===== config.mk =====
export PLATFORM = sky130hd
export DESIGN_NAME = handshake_pipe_slice
export DESIGN_NICKNAME = d
export VERILOG_FILES = /design/src/rtl/handshake_pkg.sv /design/src/rtl/handshake_slice_stage.sv /design/src/rtl/handshake_pipe_slice.sv
export SDC_FILE = /design/constraint.sdc
export NUM_CORES = 1
export LEC_CHECK = 0
export BUFFER_PORTS_ARGS = -buffer_cell sky130_fd_sc_hd__buf_2
export CORE_MARGIN = 2
export CORE_UTILIZATION = 48
export DETAILED_ROUTE_END_ITERATION = 7
export PLACE_DENSITY = 0.82
export SYNTH_ARGS = -nofsm -noshare
export SYNTH_HDL_FRONTEND = slang
export SYNTH_SLANG_ARGS = --single-unit

===== constraint.sdc =====
create_clock -name clk -period 2.7 [get_ports clk]
set_clock_uncertainty 0.2 [all_clocks]
set_input_delay 0.54 -clock clk [delete_from_list [all_inputs] [get_ports clk]]
set_output_delay 0.54 -clock clk [all_outputs]
set_load 0.005 [all_outputs]

===== src/rtl/handshake_pkg.sv =====
`default_nettype none
// ============================================================================
// Module      : handshake_pkg
// Description : Shared constants for the valid/ready pipeline slice: the MODE
//               encodings and the legal parameter ranges, plus the helper
//               functions used for elaboration-time parameter checking.
// Ports       : none (package)
// Revision    : 1.0 - initial release
// ============================================================================
package handshake_pkg;

  // Register placement selected per stage
  localparam int MODE_BYPASS = 0;  // wires only, no state
  localparam int MODE_FWD    = 1;  // valid/data registered
  localparam int MODE_BWD    = 2;  // ready registered (skid buffer)
  localparam int MODE_FULL   = 3;  // valid/data and ready registered

  localparam int DATA_W_MIN = 1;
  localparam int DATA_W_MAX = 1024;
  localparam int STAGES_MIN = 1;
  localparam int STAGES_MAX = 8;

  function automatic bit mode_legal(input int mode);
    return (mode >= MODE_BYPASS) && (mode <= MODE_FULL);
  endfunction

  function automatic bit params_legal(input int data_w, input int stages, input int mode);
    return mode_legal(mode) &&
           (data_w >= DATA_W_MIN) && (data_w <= DATA_W_MAX) &&
           (stages >= STAGES_MIN) && (stages <= STAGES_MAX);
  endfunction

endpackage : handshake_pkg
`default_nettype wire


===== src/rtl/handshake_slice_stage.sv =====
`default_nettype none
// ============================================================================
// Module      : handshake_slice_stage
// Description : One valid/ready register stage. MODE picks which direction is
//               registered: FWD (valid/data, capacity 1), BWD (skid on the
//               ready path, capacity 1) or FULL (main + skid, capacity 2).
// Ports       : clk, rst_n            - clock, async active-low reset
//               in_valid_i/in_data_i  - upstream beat
//               in_ready_o            - stage accepts upstream beat
//               out_valid_o/out_data_o- downstream beat
//               out_ready_i           - downstream accepts beat
//               busy_o                - stage holds at least one beat
// Revision    : 1.0 - initial release
// ============================================================================
module handshake_slice_stage
  import handshake_pkg::*;
#(
  parameter int DATA_W = 32,
  parameter int MODE   = MODE_FWD
) (
  input  logic              clk,
  input  logic              rst_n,
  input  logic              in_valid_i,
  input  logic [DATA_W-1:0] in_data_i,
  output logic              in_ready_o,
  output logic              out_valid_o,
  output logic [DATA_W-1:0] out_data_o,
  input  logic              out_ready_i,
  output logic              busy_o
);

  if (MODE == MODE_FWD) begin : g_fwd
    logic              vld_q, vld_d;
    logic [DATA_W-1:0] dat_q, dat_d;
    logic              w_in_fire;
    logic              w_out_fire;

    // Ready is passed back combinationally; an empty register always accepts.
    assign in_ready_o = out_ready_i | ~vld_q;
    assign w_in_fire  = in_valid_i & in_ready_o;
    assign w_out_fire = vld_q & out_ready_i;

    always_comb begin
      vld_d = vld_q;
      dat_d = dat_q;
      if (w_in_fire) begin
        vld_d = 1'b1;
        dat_d = in_data_i;
      end else if (w_out_fire) begin
        vld_d = 1'b0;
      end
    end

    always_ff @(posedge clk or negedge rst_n) begin
      if (!rst_n) begin
        vld_q <= 1'b0;
        dat_q <= '0;
      end else begin
        vld_q <= vld_d;
        dat_q <= dat_d;
      end
    end

    assign out_valid_o = vld_q;
    assign out_data_o  = dat_q;
    assign busy_o      = vld_q;

  end else if (MODE == MODE_BWD) begin : g_bwd
    logic              skid_vld_q, skid_vld_d;
    logic [DATA_W-1:0] skid_dat_q, skid_dat_d;

    // Upstream sees a registered ready; the skid absorbs the one beat that
    // can arrive in the cycle downstream stalls.
    assign in_ready_o  = ~skid_vld_q;
    assign out_valid_o = in_valid_i | skid_vld_q;
    assign out_data_o  = skid_vld_q ? skid_dat_q : in_data_i;

    always_comb begin
      skid_vld_d = skid_vld_q;
      skid_dat_d = skid_dat_q;
      if (skid_vld_q) begin
        if (out_ready_i) begin
          skid_vld_d = 1'b0;
        end
      end else if (in_valid_i && !out_ready_i) begin
        skid_vld_d = 1'b1;
        skid_dat_d = in_data_i;
      end
    end

    always_ff @(posedge clk or negedge rst_n) begin
      if (!rst_n) begin
        skid_vld_q <= 1'b0;
        skid_dat_q <= '0;
      end else begin
        skid_vld_q <= skid_vld_d;
        skid_dat_q <= skid_dat_d;
      end
    end

    assign busy_o = skid_vld_q;

  end else if (MODE == MODE_FULL) begin : g_full
    logic              vld_q, vld_d;
    logic [DATA_W-1:0] dat_q, dat_d;
    logic              skid_vld_q, skid_vld_d;
    logic [DATA_W-1:0] skid_dat_q, skid_dat_d;
    logic              w_in_fire;
    logic              w_main_load;

    assign in_ready_o  = ~skid_vld_q;
    assign w_in_fire   = in_valid_i & ~skid_vld_q;
    // Main register can take a new beat when empty or emptying this cycle
    assign w_main_load = ~vld_q | out_ready_i;

    always_comb begin
      vld_d      = vld_q;
      dat_d      = dat_q;
      skid_vld_d = skid_vld_q;
      skid_dat_d = skid_dat_q;
      if (w_main_load) begin
        // The skid beat is older than anything on the input, so it goes first.
        // While the skid is occupied in_ready is low, so no input competes.
        if (skid_vld_q) begin
          vld_d      = 1'b1;
          dat_d      = skid_dat_q;
          skid_vld_d = 1'b0;
        end else if (w_in_fire) begin
          vld_d = 1'b1;
          dat_d = in_data_i;
        end else begin
          vld_d = 1'b0;
        end
      end else if (w_in_fire) begin
        skid_vld_d = 1'b1;
        skid_dat_d = in_data_i;
      end
    end

    always_ff @(posedge clk or negedge rst_n) begin
      if (!rst_n) begin
        vld_q      <= 1'b0;
        dat_q      <= '0;
        skid_vld_q <= 1'b0;
        skid_dat_q <= '0;
      end else begin
        vld_q      <= vld_d;
        dat_q      <= dat_d;
        skid_vld_q <= skid_vld_d;
        skid_dat_q <= skid_dat_d;
      end
    end

    assign out_valid_o = vld_q;
    assign out_data_o  = dat_q;
    assign busy_o      = vld_q | skid_vld_q;

  end else begin : g_bad_mode
    $error("handshake_slice_stage: MODE %0d has no registered stage", MODE);
    assign in_ready_o  = 1'b0;
    assign out_valid_o = 1'b0;
    assign out_data_o  = '0;
    assign busy_o      = 1'b0;
  end

endmodule : handshake_slice_stage
`default_nettype wire


===== src/rtl/handshake_pipe_slice.sv =====
`default_nettype none
// ============================================================================
// Module      : handshake_pipe_slice
// Description : Parametrised valid/ready pipeline slice. Chains STAGES stages
//               of the selected MODE, or wires straight through for BYPASS.
//               Order, throughput and data integrity are preserved in every
//               mode.
// Ports       : clk, rst_n          - clock, async active-low reset
//               s_valid/s_data/s_ready - upstream (slave) side
//               m_valid/m_data/m_ready - downstream (master) side
//               busy                - any beat held inside the slice
// Revision    : 1.0 - initial release
// ============================================================================
module handshake_pipe_slice
  import handshake_pkg::*;
#(
  parameter int DATA_W = 32,
  parameter int STAGES = 1,
  parameter int MODE   = MODE_FWD
) (
  input  logic              clk,
  input  logic              rst_n,
  input  logic              s_valid,
  input  logic [DATA_W-1:0] s_data,
  output logic              s_ready,
  output logic              m_valid,
  output logic [DATA_W-1:0] m_data,
  input  logic              m_ready,
  output logic              busy
);

  if (!params_legal(DATA_W, STAGES, MODE)) begin : g_param_check
    $error("handshake_pipe_slice: illegal parameters DATA_W=%0d STAGES=%0d MODE=%0d",
           DATA_W, STAGES, MODE);
  end

  if (MODE == MODE_BYPASS) begin : g_bypass
    logic w_unused_bypass;

    assign m_valid = s_valid;
    assign m_data  = s_data;
    assign s_ready = m_ready;
    assign busy    = 1'b0;
    // No state in this mode, so the clock and reset have no load
    assign w_unused_bypass = clk & rst_n;

  end else begin : g_pipe
    // Each stage owns its link wires; neighbours are reached by name so that
    // the ready chain is not one shared vector with bit-to-bit dependencies.
    for (genvar k = 0; k < STAGES; k++) begin : g_stage
      logic              w_in_valid;
      logic [DATA_W-1:0] w_in_data;
      logic              w_in_ready;
      logic              w_out_valid;
      logic [DATA_W-1:0] w_out_data;
      logic              w_out_ready;
      logic              w_busy;
      logic              w_busy_acc;

      if (k == 0) begin : g_head
        assign w_in_valid = s_valid;
        assign w_in_data  = s_data;
        assign s_ready    = w_in_ready;
        assign w_busy_acc = w_busy;
      end else begin : g_link_in
        assign w_in_valid = g_stage[k-1].w_out_valid;
        assign w_in_data  = g_stage[k-1].w_out_data;
        assign w_busy_acc = w_busy | g_stage[k-1].w_busy_acc;
      end

      if (k == STAGES - 1) begin : g_tail
        assign w_out_ready = m_ready;
        assign m_valid     = w_out_valid;
        assign m_data      = w_out_data;
      end else begin : g_link_out
        assign w_out_ready = g_stage[k+1].w_in_ready;
      end

      handshake_slice_stage #(
        .DATA_W (DATA_W),
        .MODE   (MODE)
      ) u_stage (
        .clk         (clk),
        .rst_n       (rst_n),
        .in_valid_i  (w_in_valid),
        .in_data_i   (w_in_data),
        .in_ready_o  (w_in_ready),
        .out_valid_o (w_out_valid),
        .out_data_o  (w_out_data),
        .out_ready_i (w_out_ready),
        .busy_o      (w_busy)
      );
    end

    assign busy = g_stage[STAGES-1].w_busy_acc;
  end

endmodule : handshake_pipe_slice
`default_nettype wire


==> summary.md, run 1 <==
| Metric | Value |
|---|---|
| Layout cells sized above 1 | `between 70% and 80%` |
| TritonCTS clock tree | `built` |
| Placed instance area | `~1700 um^2` |
| Antenna Violating Nets Remaining | `0` |
| Number of I/O pins | `between 70 and 80` |
| Critical path type | `reg2out` |
| Postcts setup bufs | `0` |
| Total core area | `~2800 um^2` |
| Clock transition at the registers of the reported paths | `0.09 ns` |
| FMAX | `slightly below 600 MHz` |
| Crit path buffers/inverters | `1` |
| Xor and xnor fraction of the mapped netlist area | `0%` |
| Most common cell after layout, fill and taps aside | `buf_2` |
| # setup viols final | `0` |
| Post_cts resized | `0` |
| Final worst setup slack | `roughly 1.0 ns` |
| Multiplexer share of the synthesized area | `approximately 34%` |
| Htree depth | `2` |
| Routed vias/inst | `4.886` |
| Worst-case vdd ir drop | `569.4 uV` |
| Filler cell count | `between 200 and 250` |
| Yosys cell types | `8` |
| Initial antenna violation count | `0` |
| Die Height | `just under 60 um` |
| Worst-Margin Slew | `just over 0.7 ns` |
| Max_cap viols | `0` |
| LEAKAGE | `0.0009795 uW` |
| Worst skew pair latency | `0.31 ns` |
| # diodes | `0` |
| CP max-delay cell | `dfrtp_1` |
| CTS root buf | `clkbuf_4` |
| Drc violations | `0` |
| Final hold slack | `approximately 0.059 ns` |
| Drt wl/cell | `14.90 um` |
| Synth Area in Simple Gates | `between 2 and 2.5%` |
| Global-route usage over all layers | `16.98%` |
| Main combinational cell family by area after synthesis | `multiplexers` |
| Iter 0 DRT Violations | `16` |
| WL final | `around 2600 um` |
| Nets | `approximately 180` |
| Area delta synth->final | `26.92%` |
| DR top layer | `met4` |
| Row count | `19` |
| Crit start category | `register` |
| DIE AREA | `approximately 3400 um^2` |
| Top delay family on crit path | `flip-flops` |
| Global-route wire length before repair | `approximately 4200 um` |
| Inserted Clock Buffers | `5` |
| DIE WIDTH | `57.99 um` |
| Mapped Cells | `72` |
| DRT Pass-1 Iters | `4` |
| Vias in the first global route | `861` |
| Fin Setup TNS | `0 ns` |
| Initial Utilization | `50.73%` |
| Wire length on met1 | `just over 1000 um` |
| DP Worst Slack | `around 0.74 ns` |
| Final period util | `between 60% and 70%` |
| Synth Area in Compound Gates | `0%` |
| WL met3 | `250 um` |
| Largest net degree at the start of global routing | `34` |
| Min-delay worst type | `in2async` |
| Post-DP HPWL | `between 1500 and 2000 um` |
| Mapped Avg Cell Area | `slightly below 20 um^2` |
| Fin. max-slew vios | `0` |
| Port buffer count | `70` |
| Synth warn | `0` |
| Pwr dens | `around 640 nW/um^2` |
| Cell Area, Synth | `about 1400 um^2` |
| Max transition margin | `roughly 53%` |
| Max FO, Critical Path | `3` |
| CP required | `between 1.5 and 2 ns` |
| CP cell instances | `nand2b_4, buf_2` |
| Total grt overflow | `0` |
| Most frequent cells in the layout | `buf_2 (70), dfrtp_1 (33), mux2_4 (30)` |
| Maximum buffer depth of the clock tree | `2` |
| Setup crit end kind | `output port` |
| Final Hold Fails | `0` |
| Tmin final | `about 1.7 ns` |
| Clock sink count | `33` |
| Register area share after synthesis | `about three fifths` |
| Adder-Cell Fraction of Synth Area | `0%` |
| Yosys reg bits | `33` |
| Slowest stage delay, CP | `between 0.4 and 0.5 ns` |
| Status | `complete, no violations` |
| CTS Hold Buffers Added | `0` |
| Routability cong. | `0.6721` |
| RSZ-0062 raised after global routing | `no` |
| Final design area excluding fillers | `1775 um^2` |
| Post-synth net total | `approximately 110` |
| Vias | `860` |
| WL met2 | `between 1000 and 1500 um` |
| CP arrival | `0.96 ns` |
synthesized netlist by cell type (all sizes together):
cell type	count	area, um^2
mux2	32	473.0
or2b	1	7.510
buf	4	67.57
nand2	1	11.26
dfrtp	33	825.8
nand2b	1	13.76
power by group:
group	total, uW	switching [uW]	internal [uW]
registers	606	40.0	566
clock network	269	147	123
logic	257	88.9	169
total	1130	276	857
final timing paths:
check | start | to | slack, ns | depth (start not counted)
min | rst_n | g_pipe.g_stage[0].u_stage.out_data_o[4] | 0.06 | 1
max in group asynchronous | rst_n | g_pipe.g_stage[0].u_stage.busy_o | 1.79 | 1
min in group clk | s_data[10] | g_pipe.g_stage[0].u_stage.out_data_o[10] | 0.25 | 2
max reg2reg | g_pipe.g_stage[0].u_stage.busy_o | g_pipe.g_stage[0].u_stage.out_data_o[26] | 1.05 | 3
min reg2reg | g_pipe.g_stage[0].u_stage.out_data_o[15] | g_pipe.g_stage[0].u_stage.out_data_o[15] | 0.31 | 1
max | g_pipe.g_stage[0].u_stage.busy_o | s_ready | 1.0 | 2
logic make-up after synthesis:
logic type,count (synthesis)
simple gates,3
mux,32
buf+inv,4
flops,33
per-stage QoR:
stage	std cells	power [uW]	utilization [%]
2_1_floorplan	72	762.5	-
3_3_place_gp	169	864.9	62.39
3_5_place_dp	169	874.0	62.39
4_1_cts	176	1150	64.38
5_1_grt	176	1201	64.38
6_report	176	1132	64.38
flip-flops by register name (all words and copies together) (netlist names):
| signal | flops |
|---|---|
| g_pipe.g_stage.u_stage.busy_o | 1 |
| g_pipe.g_stage.u_stage.out_data_o | 32 |
layer usage:
| layer | track usage, % | up-vias |
|---|---|---|
| li1 | - | 396 |
| met3 | 6.920 | 5 |
| met4 | 8.638 | 0 |
| met5 | 0 | - |
| met1 | 21.51 | 412 |
| met2 | 25.16 | 47 |
final cells by class:
cell class / count / area [um^2] / area share [%]
flip-flops and latches: 33 / 825.8 / 46.51
multi-input cells: 35 / 505.5 / 28.47
clock buffers: 7 / 55.05 / 3.101
repair buffers: 70 / 350.3 / 19.73
well taps: 31 / 38.79 / 2.185
Power figures use the tool's default switching activity.
==> run 2: changes to the inputs <==
--- a/config.mk
+++ b/config.mk
@@ -7,9 +7,9 @@
 export LEC_CHECK = 0
 export BUFFER_PORTS_ARGS = -buffer_cell sky130_fd_sc_hd__buf_2
 export CORE_MARGIN = 2
-export CORE_UTILIZATION = 48
+export CORE_UTILIZATION = 44
 export DETAILED_ROUTE_END_ITERATION = 7
-export PLACE_DENSITY = 0.82
+export PLACE_DENSITY = 0.76
 export SYNTH_ARGS = -nofsm -noshare
 export SYNTH_HDL_FRONTEND = slang
 export SYNTH_SLANG_ARGS = --single-unit
==> constraint.sdc (replaced) <==
create_clock -name clk -period 1.6 [get_ports clk]
set_clock_uncertainty 0.2 [all_clocks]
set_input_delay 0.32 -clock clk [delete_from_list [all_inputs] [get_ports clk]]
set_output_delay 0.32 -clock clk [all_outputs]
set_load 0.005 [all_outputs]
==> run 2 against run 1 <==
Register-to-register slack got worse by 0.88 ns. Wire length increased by 0.61%. Sequential share of layout area down 2.0 points. Sequential power grew 68%. Total power increased by 68%. Clock-buffer cell count grew 1. First-iteration DRC count increased by 81%. Non-clock buffer count grew 4. Flip-flop and latch count is the same. Clock power up 59%. Die area increased by 8.4%.
==> summary.md, run 2 (same netlist as run 1, synthesis figures left out) <==
| Metric | Value |
|---|---|
| Max transition margin | `73.12% (was 52.61%)` |
| Global-route wire length before repair | `4229 um (was 4160 um)` |
| Routed vias/inst | `4.485 (was 4.886)` |
| DIE WIDTH | `60.39 um (was 57.99 um)` |
| Largest net degree at the start of global routing | `20 (was 34)` |
| Die Height | `60.39 um (was 57.99 um)` |
| Setup crit end kind | `output port (unchanged)` |
| DP Cell Count | `185 (was 169)` |
| Crit start category | `register (unchanged)` |
| CP arrival | `0.95 ns (was 0.96 ns)` |
| Worst-Margin Slew | `0.4032 ns (was 0.7109 ns)` |
| CP startpoint | `g_pipe.g_stage[0].u_stage.busy_o (unchanged)` |
| Clock transition at the registers of the reported paths | `0.10 ns (was 0.09 ns)` |
| Total grt overflow | `0 (unchanged)` |
| Max FO, Critical Path | `3 (unchanged)` |
| Nets | `185 (was 181)` |
| TritonCTS clock tree | `built (unchanged)` |
| Number of I/O pins | `71 (unchanged)` |
| Htree depth | `2 (unchanged)` |
| Initial antenna violation count | `0 (unchanged)` |
| Inserted Clock Buffers | `5 (unchanged)` |
| Most common cell after layout, fill and taps aside | `buf_2 (unchanged)` |
| Antenna Violating Nets Remaining | `0 (unchanged)` |
| Row count | `20 (was 19)` |
| Hold_sp | `s_data[9]` |
| Initial Utilization | `46.20% (was 50.73%)` |
| FMAX | `between 600 and 700 MHz` |
| Fin Setup TNS | `0 ns (unchanged)` |
| Slowest stage delay, CP | `0.42 ns (was 0.43 ns)` |
| Tmin final | `roughly 1.5 ns` |
| Max_cap viols | `0 (unchanged)` |
| Drc violations | `0 (unchanged)` |
| Placed instance area | `1797 um^2 (was 1720 um^2)` |
| Crit path buffers/inverters | `1 (unchanged)` |
| Port buffer count | `70 (unchanged)` |
| Vias | `870 (was 860)` |
| Vias in the first global route | `929 (was 861)` |
| Critical path type | `reg2out (unchanged)` |
| Min-delay worst type | `in2reg (was in2async)` |
| Layout cells sized above 1 | `74.67% (was 75.86%)` |
| Final design area excluding fillers | `1856 um^2 (was 1775 um^2)` |
| Top delay family on crit path | `flip-flops (unchanged)` |
| DRT Pass-1 Iters | `2 (was 4)` |
| Final period util | `91.92%` |
| Non-Filler Instances | `194 (was 176)` |
| Pwr dens | `1027 nW/um^2 (was 637.8 nW/um^2)` |
| CTS root buf | `clkbuf_4 (unchanged)` |
| Filler cell count | `252 (was 225)` |
| Drt wl/cell | `13.60 um (was 14.90 um)` |
| RSZ-0062 raised after global routing | `no (unchanged)` |
| Iter 0 DRT Violations | `29 (was 16)` |
| Reg2reg start | `g_pipe.g_stage[0].u_stage.busy_o (unchanged)` |
| # diodes | `0 (unchanged)` |
| Post-DP HPWL | `2063 um (was 1815 um)` |
| Worst-case vdd ir drop | `523.4 uV (was 569.4 uV)` |
| Global-route usage over all layers | `16.55% (was 16.98%)` |
| Total core area | `3028 um^2 (was 2758 um^2)` |
| Area delta synth->final | `32.65% (was 26.92%)` |
| Final Hold Fails | `0 (unchanged)` |
| WL final | `2638 um (was 2622 um)` |
| # setup viols final | `0 (unchanged)` |
| Routability cong. | `0.6598 (was 0.6721)` |
| Post_cts resized | `0 (unchanged)` |
| Worst skew pair latency | `0.32 ns (was 0.31 ns)` |
| CP cell instances | `nand2b_4, buf_2 (unchanged)` |
| Status | `complete, no violations (unchanged)` |
| Maximum buffer depth of the clock tree | `2 (unchanged)` |
| CP required | `1.08 ns (was 1.96 ns)` |
| Clock sink count | `33 (unchanged)` |
| LEAKAGE | `0.001008 uW (was 0.0009795 uW)` |
| CP max-delay cell | `dfrtp_1 (unchanged)` |
| Max reg flops | `32 (unchanged)` |
| Fin. max-slew vios | `0 (unchanged)` |
| Most frequent cells in the layout | `buf_2 (70), dfrtp_1 (33), mux2_4 (30) (unchanged)` |
| DIE AREA | `3646 um^2 (was 3362 um^2)` |
| Final Util | `61.28% (was 64.38%)` |
==> run 2: changes by cell type in the layout (fill, tap and decap cells not counted), sizes merged <==
| cell | change |
|---|---|
| buf | +3 |
| dlygate4sd3 | +1 |
| clkbuf | +1 |
==> run 2: final timing paths <==
kind	endpoint	slack [ns]	cells past startpoint
setup / recovery	s_ready	0.13	2
hold / removal	g_pipe.g_stage[0].u_stage.out_data_o[9]	0.02	2
setup reg to reg	g_pipe.g_stage[0].u_stage.out_data_o[26]	0.17	4
hold reg to reg	g_pipe.g_stage[0].u_stage.out_data_o[27]	0.31	1
max in group asynchronous	g_pipe.g_stage[0].u_stage.out_data_o[4]	0.51	3
min in group asynchronous	g_pipe.g_stage[0].u_stage.out_data_o[9]	0.26	2
==> run 2: worst reg2reg max path: cells and delay by family, from the launching register on <==
| family | cells | cell delay, ns |
|---|---|---|
| flip-flops | 1 | 0.41 |
| multiplexers | 1 | 0.36 |
| buffers and inverters | 1 | 0.18 |
| AND/OR/NAND/NOR | 2 | 0.17 |
==> run 2: where the power goes <==
group / switching, uW / total [uW] / leakage [uW] / internal (uW)
combinational: 154 / 456 / 0.000596 / 302
sequential: 66.2 / 1020 / 0.000385 / 954
clock: 254 / 429 / 0.0000265 / 175
total: 474 / 1910 / 0.00101 / 1430
==> run 2: timing repair <==
| action | CTS | global route |
|---|---|---|
| endpoints found under the hold margin | 16 | 0 |
| hold buffers | 1 | 0 |
| setup buffers | 0 | 0 |
==> run 2: final cells by class <==
class / count / area (um^2) / area share (%)
Timing Repair Buffer: 74 / 420.4 / 22.66
Sequential cell: 33 / 825.8 / 44.50
Multi-Input combinational cell: 35 / 505.5 / 27.24
Clock buffer: 8 / 48.80 / 2.630
Tap cell: 44 / 55.05 / 2.967
==> run 2: per-layer routing <==
metal / wire [um] / up-vias / share of wire (%) / global-route usage [%]
li1: - / 402 / - / -
met1: 1038 / 422 / 39 / 19.83
met2: 1352 / 42 / 51 / 25.62
met3: 223 / 4 / 8.5 / 6.823
met4: 23 / 0 / 0.87 / 8.571
met5: 0 / - / 0 / 0
==> run 2: through the flow <==
stage	hold WS [ns]	power (uW)	setup WS, ns
3_5_place_dp	0.07831	1498	0.06389
2_1_floorplan	-0.1756	1287	0.2373
3_3_place_gp	0.05768	1478	0.1016
6_report	0.02062	1906	0.1293
4_1_cts	0.007716	1937	0.09919
5_1_grt	0.008356	2011	0.05748
==> run 3: changes to the inputs <==
--- a/config.mk
+++ b/config.mk
@@ -7,9 +7,9 @@
 export LEC_CHECK = 0
 export BUFFER_PORTS_ARGS = -buffer_cell sky130_fd_sc_hd__buf_2
 export CORE_MARGIN = 2
-export CORE_UTILIZATION = 44
+export CORE_UTILIZATION = 48
 export DETAILED_ROUTE_END_ITERATION = 7
-export PLACE_DENSITY = 0.76
+export PLACE_DENSITY = 0.84
 export SYNTH_ARGS = -nofsm -noshare
 export SYNTH_HDL_FRONTEND = slang
 export SYNTH_SLANG_ARGS = --single-unit
==> constraint.sdc (replaced) <==
create_clock -name clk -period 1.9 [get_ports clk]
set_clock_uncertainty 0.2 [all_clocks]
set_input_delay 0.38 -clock clk [delete_from_list [all_inputs] [get_ports clk]]
set_output_delay 0.38 -clock clk [all_outputs]
set_load 0.005 [all_outputs]
==> run 3 against run 2 <==
Cell count decreased by 7.7%. Highest routed layer unchanged. Non-clock buffer count fell by 2. Setup slack improved by 0.22 ns.
==> summary.md, run 3 (same netlist as run 1, synthesis figures left out) <==
| Metric | Value |
|---|---|
| Min-delay worst type | `in2reg (unchanged)` |
| Clock sink count | `33 (unchanged)` |
| Placed instance area | `1740 um^2 (was 1797 um^2)` |
| Postcts setup bufs | `0 (unchanged)` |
| Final Hold Fails | `0 (unchanged)` |
| Number of I/O pins | `71 (unchanged)` |
| TritonCTS clock tree | `built (unchanged)` |
| Max_cap viols | `0 (unchanged)` |
| Max transition margin | `54.44% (was 73.12%)` |
| Most common cell after layout, fill and taps aside | `buf_2 (unchanged)` |
| DRT Pass-1 Iters | `2 (unchanged)` |
| Worst-Margin Slew | `0.6835 ns (was 0.4032 ns)` |
| Global-route wire length before repair | `4022 um (was 4229 um)` |
| # setup viols final | `0 (unchanged)` |
| Initial antenna violation count | `0 (unchanged)` |
| DP Worst Slack | `0.2677 ns (was 0.06389 ns)` |
| Hold_sp | `s_data[20] (was s_data[9])` |
| Initial Utilization | `50.73% (was 46.20%)` |
| Clock transition at the registers of the reported paths | `0.09 ns (was 0.10 ns)` |
| FMAX | `approximately 650 MHz` |
| Max FO, Critical Path | `3 (unchanged)` |
| Final design area excluding fillers | `1821 um^2 (was 1856 um^2)` |
| Slowest stage delay, CP | `0.43 ns (was 0.42 ns)` |
| Inserted Clock Buffers | `5 (unchanged)` |
| Htree depth | `2 (unchanged)` |
| Post-DP HPWL | `1782 um (was 2063 um)` |
| Most frequent cells in the layout | `buf_2 (70), dfrtp_1 (33), mux2_4 (30) (unchanged)` |
| Routability cong. | `0.6428 (was 0.6598)` |
| Total core area | `2758 um^2 (was 3028 um^2)` |
| CP max-delay cell | `dfrtp_1 (unchanged)` |
| Vias | `859 (was 870)` |
| Worst-case vdd ir drop | `857.9 uV (was 523.4 uV)` |
| Row count | `19 (was 20)` |
| Nets | `183 (was 185)` |
| Routed vias/inst | `4.799 (was 4.485)` |
| CP required | `1.32 ns (was 1.08 ns)` |
| RSZ-0062 raised after global routing | `no (unchanged)` |
| Final period util | `81.48%` |
| Post_cts resized | `0 (unchanged)` |
| CP arrival | `0.97 ns (was 0.95 ns)` |
| Reg2reg start | `g_pipe.g_stage[0].u_stage.busy_o (unchanged)` |
| Global-route usage over all layers | `16.32% (was 16.55%)` |
| Drt wl/cell | `13.48 um (was 13.60 um)` |
| Critical path type | `reg2out (unchanged)` |
| Pwr dens | `912.1 nW/um^2 (was 1027 nW/um^2)` |
| Crit start category | `register (unchanged)` |
| Filler cell count | `215 (was 252)` |
| Antenna Violating Nets Remaining | `0 (unchanged)` |
| Final hold slack | `0.07867 ns (was 0.02062 ns)` |
| Final worst setup slack | `0.3518 ns (was 0.1293 ns)` |
| DIE WIDTH | `57.99 um (was 60.39 um)` |
| Largest net degree at the start of global routing | `34 (was 20)` |
| Die Height | `57.99 um (was 60.39 um)` |
| Tmin final | `approximately 1.5 ns` |
| Drc violations | `0 (unchanged)` |
| LEAKAGE | `0.001003 uW (was 0.001008 uW)` |
| CTS root buf | `clkbuf_4 (unchanged)` |
| # diodes | `0 (unchanged)` |
| Area delta synth->final | `30.14% (was 32.65%)` |
| R2R setup slack | `0.41 ns (was 0.17 ns)` |
| Vias in the first global route | `878 (was 929)` |
| Fin. max-slew vios | `0 (unchanged)` |
| Total grt overflow | `0 (unchanged)` |
| CP cell instances | `nand2b_4, buf_2 (unchanged)` |
| Status | `complete, no violations (unchanged)` |
| CP startpoint | `g_pipe.g_stage[0].u_stage.busy_o (unchanged)` |
| DIE AREA | `3362 um^2 (was 3646 um^2)` |
| Worst skew pair latency | `0.32 ns (about the same)` |
| Max reg flops | `32 (unchanged)` |
| Design Power | `1661 uW (was 1906 uW)` |
| Port buffer count | `70 (unchanged)` |
| Iter 0 DRT Violations | `21 (was 29)` |
| Setup crit end kind | `output port (unchanged)` |
| Maximum buffer depth of the clock tree | `2 (unchanged)` |
| CTS Hold Buffers Added | `1 (unchanged)` |
| Fin Setup TNS | `0 ns (unchanged)` |
| Layout cells sized above 1 | `76.35% (was 74.67%)` |
| WL final | `2413 um (was 2638 um)` |
==> run 3: changes by cell type in the layout (fill, tap and decap cells not counted) <==
cell / change
clkinv_2: +1
clkbuf_8: +2
buf_12: -2
clkbuf_1: -3
==> run 3: worst max-delay path, delay by kind of cell, from the launching register on <==
| family | cells | cell delay (ns) |
|---|---|---|
| and+or+nand+nor | 1 | 0.10 |
| buffers and inverters | 1 | 0.11 |
| DFF | 1 | 0.43 |
==> run 3: worst paths after layout <==
path | cells after the start | endpoint
max | 2 | s_ready
min | 2 | g_pipe.g_stage[0].u_stage.out_data_o[20]
max reg2reg | 4 | g_pipe.g_stage[0].u_stage.out_data_o[26]
min reg2reg | 1 | g_pipe.g_stage[0].u_stage.out_data_o[18]
max in group asynchronous | 2 | g_pipe.g_stage[0].u_stage.out_data_o[8]
min in group asynchronous | 2 | g_pipe.g_stage[0].u_stage.out_data_o[29]
==> run 3: routing by layer <==
metal | track usage (%) | up-vias | share of wire (%)
met5 | 0 | - | 0
met4 | 8.306 | 0 | 2.1
met3 | 5.804 | 6 | 7.1
met2 | 25.16 | 34 | 52
met1 | 20.33 | 421 | 39
li1 | - | 398 | -
==> run 3: final cells by class <==
class | instances | area (um^2) | share of cell area (%)
clock buffer | 7 | 65.06 | 3.574
tap | 31 | 38.79 | 2.131
clock inverter | 1 | 5.005 | 0.2749
timing repair buffer | 72 | 380.4 | 20.89
sequential | 33 | 825.8 | 45.36
multi-input combinational | 35 | 505.5 | 27.77
==> run 3: power by group <==
part	total, uW	switching [uW]	leakage, uW	internal [uW]
sequential	859	55.1	0.000385	804
combinational	369	124	0.000577	245
clock	432	218	0.0000413	214
total	1660	398	0.00100	1260
==> run 3: per-stage QoR <==
stage	std cells	utilization, %
6_report	179	66.02
5_1_grt	179	66.02
4_1_cts	179	66.02
3_5_place_dp	170	63.11
3_3_place_gp	170	63.11
2_1_floorplan	72	-
